$ cat config.mk
export PLATFORM = sky130hd
export DESIGN_NAME = mem_port_arbiter
export DESIGN_NICKNAME = d
export VERILOG_FILES = /design/src/rtl/mem_port_arbiter.sv
export SDC_FILE = /design/constraint.sdc
export NUM_CORES = 1
export LEC_CHECK = 0
export ABC_AREA = 1
export ABC_CLOCK_PERIOD_IN_PS = 2600
export CAP_MARGIN = 5
export CORE_MARGIN = 2
export CORE_UTILIZATION = 32
export DETAILED_ROUTE_END_ITERATION = 6
export PLACE_DENSITY = 0.78
export SYNTH_ARGS = -nofsm -noshare
export SYNTH_HDL_FRONTEND = slang
export SYNTH_SLANG_ARGS = --single-unit
$ cat constraint.sdc
create_clock -name clk -period 2.6 [get_ports clk]
set_input_delay 0.39 -clock clk [delete_from_list [all_inputs] [get_ports clk]]
set_output_delay 0.39 -clock clk [all_outputs]
set_load 0.005 [all_outputs]
$ cat src/rtl/mem_port_arbiter.sv
// Shares one external memory port between instruction fetch and data access.
// Round-robin on ties, req/ack handshake to the memory, watchdog abort with sticky bus_err.
module mem_port_arbiter #(
    parameter int ADDR_W  = 32,
    parameter int DATA_W  = 32,
    parameter int TIMEOUT = 255
) (
    input  logic                clk,
    input  logic                rst,
    input  logic                imem_req,
    input  logic [ADDR_W-1:0]   imem_addr,
    output logic [DATA_W-1:0]   imem_rdata,
    output logic                imem_stall,
    input  logic                dmem_req,
    input  logic                dmem_we,
    input  logic [DATA_W/8-1:0] dmem_be,
    input  logic [ADDR_W-1:0]   dmem_addr,
    input  logic [DATA_W-1:0]   dmem_wdata,
    output logic [DATA_W-1:0]   dmem_rdata,
    output logic                dmem_stall,
    output logic                mem_req,
    output logic                mem_we,
    output logic [DATA_W/8-1:0] mem_be,
    output logic [ADDR_W-1:0]   mem_addr,
    output logic [DATA_W-1:0]   mem_wdata,
    input  logic                mem_ack,
    input  logic [DATA_W-1:0]   mem_rdata,
    output logic                bus_err
);

    localparam int BE_W = DATA_W / 8;
    localparam bit WD_EN = (TIMEOUT > 0);
    localparam int WD_W = WD_EN ? $clog2(TIMEOUT + 1) : 1;
    localparam logic [WD_W-1:0] WD_MAX  = WD_EN ? WD_W'(TIMEOUT) : '0;
    localparam logic [WD_W-1:0] WD_LAST = WD_EN ? WD_W'(TIMEOUT - 1) : '0;

    typedef enum logic [1:0] {
        IDLE   = 2'd0,
        BUSY_I = 2'd1,
        BUSY_D = 2'd2
    } state_t;

    state_t            state_q, state_d;
    logic              prio_q, prio_d;      // 1: data side wins the next tie
    logic              mem_req_q, mem_req_d;
    logic              mem_we_q, mem_we_d;
    logic [BE_W-1:0]   mem_be_q, mem_be_d;
    logic [ADDR_W-1:0] mem_addr_q, mem_addr_d;
    logic [DATA_W-1:0] mem_wdata_q, mem_wdata_d;
    logic [WD_W-1:0]   wdog_q, wdog_d;
    logic              bus_err_q, bus_err_d;

    logic busy;
    logic timeout_hit;
    logic done;
    logic i_done;
    logic d_done;

    assign busy        = (state_q != IDLE);
    assign timeout_hit = WD_EN && busy && (wdog_q == WD_LAST);
    assign done        = busy && (mem_ack || timeout_hit);
    assign i_done      = (state_q == BUSY_I) && done;
    assign d_done      = (state_q == BUSY_D) && done;

    assign imem_stall = imem_req && !i_done;
    assign dmem_stall = dmem_req && !d_done;
    // A watchdog abort completes the access but returns no data.
    assign imem_rdata = (i_done && mem_ack) ? mem_rdata : '0;
    assign dmem_rdata = (d_done && mem_ack) ? mem_rdata : '0;

    assign mem_req   = mem_req_q;
    assign mem_we    = mem_we_q;
    assign mem_be    = mem_be_q;
    assign mem_addr  = mem_addr_q;
    assign mem_wdata = mem_wdata_q;
    assign bus_err   = bus_err_q;

    always_ff @(posedge clk or posedge rst) begin
        if (rst) begin
            state_q     <= IDLE;
            prio_q      <= 1'b1;
            mem_req_q   <= 1'b0;
            mem_we_q    <= 1'b0;
            mem_be_q    <= '0;
            mem_addr_q  <= '0;
            mem_wdata_q <= '0;
            wdog_q      <= '0;
            bus_err_q   <= 1'b0;
        end else begin
            state_q     <= state_d;
            prio_q      <= prio_d;
            mem_req_q   <= mem_req_d;
            mem_we_q    <= mem_we_d;
            mem_be_q    <= mem_be_d;
            mem_addr_q  <= mem_addr_d;
            mem_wdata_q <= mem_wdata_d;
            wdog_q      <= wdog_d;
            bus_err_q   <= bus_err_d;
        end
    end

    always_comb begin
        state_d     = state_q;
        prio_d      = prio_q;
        mem_req_d   = mem_req_q;
        mem_we_d    = mem_we_q;
        mem_be_d    = mem_be_q;
        mem_addr_d  = mem_addr_q;
        mem_wdata_d = mem_wdata_q;
        wdog_d      = wdog_q;
        bus_err_d   = bus_err_q;
        unique case (state_q)
            IDLE: begin
                if (dmem_req && (!imem_req || prio_q)) begin
                    state_d     = BUSY_D;
                    prio_d      = 1'b0;
                    mem_req_d   = 1'b1;
                    mem_we_d    = dmem_we;
                    mem_be_d    = dmem_be;
                    mem_addr_d  = dmem_addr;
                    mem_wdata_d = dmem_wdata;
                    wdog_d      = '0;
                end else if (imem_req) begin
                    state_d    = BUSY_I;
                    prio_d     = 1'b1;
                    mem_req_d  = 1'b1;
                    mem_we_d   = 1'b0;
                    mem_be_d   = '1;
                    mem_addr_d = imem_addr;
                    wdog_d     = '0;
                end
            end
            BUSY_I, BUSY_D: begin
                if (done) begin
                    state_d   = IDLE;
                    mem_req_d = 1'b0;
                    // An ack landing on the watchdog's last cycle is still a good access.
                    if (!mem_ack) begin
                        bus_err_d = 1'b1;
                    end
                end else if (wdog_q != WD_MAX) begin
                    wdog_d = wdog_q + 1'b1;
                end
            end
            default: begin
                state_d   = IDLE;
                mem_req_d = 1'b0;
            end
        endcase
    end

endmodule
; After elaboration in Yosys (flattened, before gate mapping)
; Cells that the tools add are included.
[classes]
n_mux = 22
eq_ne = 8
n_mul = 0
reduce_logical = 24
div = 0
n_bitwise = 1
n_addsub = 1
shifts = 0
order_cmp = 0
[ops]
columns = cell, n
row1 = 32-bit 2-to-1 mux, 4
row2 = 8-bit 2-to-1 mux, 4
row3 = 8-bit one-hot mux with 2 select lines, 1
row4 = 1-bit logical AND, 9
row5 = 8-bit by 1-bit adder with 8-bit output (second input constant), 1
row6 = 8-bit equality test (second input constant), 1
row7 = 4-bit 2-to-1 mux, 2
row8 = 8-bit inequality test (second input constant), 1
row9 = 1-bit 2-to-1 mux, 6
row10 = 2-bit 2-to-1 mux, 3
row11 = 2-bit inequality test (second input constant), 3
row12 = 2-bit AND reduction, 3
row13 = 2-bit nonzero test, 3
row14 = 2-bit one-hot mux with 2 select lines, 1
row15 = 4-bit AND reduction, 1
row16 = 1-bit logical NOT, 3
row17 = 3-bit inequality test (second input constant), 1
row18 = 3-bit AND reduction, 1
row19 = 2-bit by 1-bit equality test with 1-bit output (second input constant), 1
row20 = 2-bit equality test (second input constant), 1
row21 = 2-bit logical NOT, 1
row22 = 1-bit logical OR, 2
row23 = 1-bit one-hot mux with 2 select lines, 1
row24 = 2-bit OR reduction, 1
row25 = 1-bit inverter, 1
[totals]
inputBits = 138
ram_bits = 0
out_inout_bits = 137
mem_count = 0
romBits = 0
latchBits = 0
reg_bits = 82

; Longest topological paths before layout
[logic_depth]
word_depth = 7
mapped_depth = 10
depth_no_buf = 10

; Worst setup path before layout
; No wires, ideal clock.
[synth_timing]
path_type = reg2out
startpoint = reg state_q[0]
endpoint = out dmem_rdata[10]
path_stages_with_launch = 7
t_arrival_ns = 1.253
slack_ns = 0.957
cell_sequence = dfrtp_1 > inv_1 > ha_1 > inv_2 > nand3_1 > clkbuf_1 > nor2_1
[synth_between]
elab_chain_cells = 7
word_cells_on_any_way = 8
[synth_rtl]
columns = item, line_no
row1 = "start, declared", 43  ; state_t state_q, state_d;
row2 = "start signal, assigned", 90  ; state_q <= state_d;
row3 = 2-bit nonzero test, 59  ; assign busy = (state_q != IDLE);
row4 = 1-bit logical AND, 60  ; assign timeout_hit = WD_EN && busy && (wdog_q == WD_LAST);
row5 = 1-bit logical OR, 61  ; assign done = busy && (mem_ack || timeout_hit);
row6 = 1-bit logical AND, 61
row7 = 1-bit logical AND (*), 63  ; assign d_done = (state_q == BUSY_D) && done;
row8 = 1-bit logical AND (*), 69  ; assign dmem_rdata = (d_done && mem_ack) ? mem_rdata : '0;
row9 = 32-bit 2-to-1 mux (*), 69
row10 = "end, declared", 19  ; output logic [DATA_W-1:0] dmem_rdata,
; Mark *: on every way between the ends. The rest lies on a longest branch, timed or not.

; Worst setup path after layout
[layout_timing]
startpoint = reg state_q[0]
endpoint = out imem_rdata[3]
[layout_between]
elab_chain_cells = 7
word_cells_on_any_way = 8
[layout_rtl]
columns = item, line_no
row1 = 2-bit nonzero test, 59
row2 = 1-bit logical AND, 60
row3 = 1-bit logical OR, 61
row4 = 1-bit logical AND, 61
row5 = 1-bit logical AND (*), 62  ; assign i_done = (state_q == BUSY_I) && done;
row6 = 1-bit logical AND (*), 68  ; assign imem_rdata = (i_done && mem_ack) ? mem_rdata : '0;
row7 = 32-bit 2-to-1 mux (*), 68
row8 = "end, declared", 12  ; output logic [DATA_W-1:0] imem_rdata,
; Marks and branches as above.

==> flow_summary.yaml <==
status:
  status: "completed"
yosys:
  netlist.area_leader.share_pct: 50.2
  yosysMostFrequentCell: "nand2_1"
  ys_seq_elements: 82
  synth-edff-count: 0
  synthFlopType: "dfrtp_1"
  syn_area_um2: 4040
  ys_seq_area_share_pct: 50.9
  ys_warn_count: 0
  syn-instance-count: 546
  synthArstFlopShare_pct: 100
  synth_area_leaders: "dfrtp_1, nand2_1, nor2_1, a21oi_1, inv_1"
  synthDistinctLibCells: 22
  syn_avg_cell_area_um2: 7.39
  syn_nets: 689
  synth_area_leader_cell: "dfrtp_1"
  yosys-top-cells-count: "nand2_1, nor2_1, dfrtp_1"
critical_path:
  crit_type: "flip-flop to primary output"
  cp.arrival_ps: 2040
  cp_data_required_time_ps: 2210
  cp-end-kind: "primary output"
  reg2reg_from: "state_q[0]"
  critPathLaunch: "state_q[0]"
  cp_max_fo: 21
  start_kind: "flip-flop"
sta:
  tns_ps: 0
  setup_viol: 0
  fmax_mhz: 411
  hold_viol: 0
  finalCritPeriodShare_pct: 93.7
  worst_pin_slew_ps: 619
  skew_ps: 11.9
  whs_ps: 467
  maxSlewViolCount: 0
  rsz0062_at_grt: "false"
  slew-limit-headroom_pct: 58.6
  min_period_ps: 2430
final_layout:
  drive_gt1_share_pct: 4.87
  n_fill_cell: 1106
  final_cell_area_um2: 7340
  final_nets: 960
  antennaDiodeCount: 0
  syn2layout_area_growth_pct: 81.8
cts:
  clock_sinks: 82
  cts_buffers: 9
  clk_path_buf_depth: 2
  clockRootBuffer: "clkbuf_16"
  cts_max_level: 3
  clk_pin_slew_ps: 60
  holdBufCountCts: 0
  cts_tree: "yes"
  clkLatencyLatePin_ps: 340
detailed_routing:
  wl_met3_um: 1240
  routedWlPerCell_um: 14.0
  drc: 0
  drt_iter0_drc: 169
  met1Wirelength_um: 5500
  first_pass_iters: 4
  route.met2.wl_um: 6920
  top_layer: "met4"
  viasPerCell: 4.53
  wl_um: 13900
  vias: 4498
  final_antenna_net_count: 0
floorplan:
  coreArea_um2: 12500
  initial_utilization_pct: 32.4
  dieArea_um2: 13500
  die_y_um: 116
  fp-row-count: 41
  die_w_um: 116
  boundaryPins: 275
pwr:
  peakVddDrop_v: 0.000490
  p_leak_nw: 3.33
  power.density_nw_per_um2: 920
  total_power_mw: 6.75
global_route:
  first_global_vias: 4163
  grt_pass1_wl_um: 20900
  grt_usage_pct: 20.1
  grt_max_degree: 83
  overflow: 0
  antenna_found_initial: 0
worst_hold_path:
  min_path_type: "input port to asynchronous set/reset pin"
place:
  gp_congestion: 0.844
  hpwlAfterDp_um: 10400
  io_buffers: 274
  place_area_um2: 7000
flow_run:
  maxCapViolations: 0
[final cells by class]
class                   count  area [um^2]  share of cell area [%]
clock buffers              12          256                    3.49
clock inverters             4         73.8                    1.01
inverters                  50          189                    2.57
multi-input cells         390         1690                    23.1
flip-flops and latches     82         2050                    28.0
well taps                 172          215                    2.93
repair buffers            284         2860                    39.0
[where the power goes]
group | total (mW) | internal [mW] | switching, mW
logic | 3.16 | 1.71 | 1.44
clock network | 1.40 | 0.894 | 0.510
registers | 2.19 | 1.86 | 0.327
total | 6.75 | 4.47 | 2.28
[final timing paths]
| kind | end | slack [ps] | cells past startpoint |
|---|---|---|---|
| max | imem_rdata[3] | 170 | 7 |
| min | mem_addr[29] | 470 | 3 |
| max reg2reg | wdog_q[6] | 900 | 9 |
| min reg2reg | mem_wdata[31] | 470 | 2 |
| max in group asynchronous | prio_q | 1780 | 3 |
| min in group clk | mem_wdata[31] | 470 | 2 |
[per-layer routing]
layer,vias up,global-route usage (%)
met5,-,0
met3,18,6.49
li1,2230,-
met1,2048,23.3
met4,0,7.46
met2,202,34.6
[worst max-delay path: stages (launching register included)]
cell,delay [ps]
dfrtp_1,370
inv_1,70
ha_2,230
inv_2,80
nand3_1,100
buf_4,220
nor2_1,110
clkdlybuf4s50_1,510
[layout by cell type (no fill, tap or decap)]
cell and n:
o31ai_1 1, inv_2 5, buf_4 6, nor2_2 1, buf_6 1, clkbuf_1 1
bufinv_16 2, o21ai_4 1, nand2_4 1, dfstp_2 1, a21oi_1 68, nand2_2 3
nor2_1 112, clkinv_2 2, dfrtp_1 81, clkdlybuf4s50_1 274, a22o_1 1, clkinv_4 1
nor2_4 1, o22a_1 4, o21ai_0 3, clkbuf_16 9, buf_12 3, nand3_1 17
nand2_1 169, inv_1 44, clkbuf_8 2, o21bai_1 1, ha_1 4, o21ai_1 2
ha_2 1
[per-stage QoR]
stage	setup slack, ps	instances	utilization [%]
CTS	33.1	994	58.8
floorplan	103	546	-
global route	20.3	994	58.9
detailed placement	264	977	56.1
finish	165	994	58.9
global placement	327	977	56.1
[cell families (layout without fill, tap and decap cells)]
| group | Yosys count | after routing | share of synthesized area [%] |
|---|---|---|---|
| adder cells (fa/ha/maj) | 5 | 5 | 1.55 |
| AO/OA/AOI/OAI | 81 | 81 | 10.7 |
| AND/OR/NAND/NOR | 304 | 304 | 29.4 |
| flip-flops | 82 | 82 | 50.9 |
| buffers and inverters | 74 | 350 | 7.44 |
[flip-flops by register name, indices dropped and copies added (netlist names)]
register   flops
mem_addr      32
mem_wdata     32
mem_we         1
mem_be         4
state_q        2
wdog_q         8
prio_q         1
bus_err        1
mem_req        1
[repair_timing]
action | CTS | global route
endpoints found under the setup margin | 51 | 51
hold endpoints to repair | 0 | 0
resized for setup | 0 | 2
buffers inserted | 1 | 0
(Power assumes the default switching activity.)
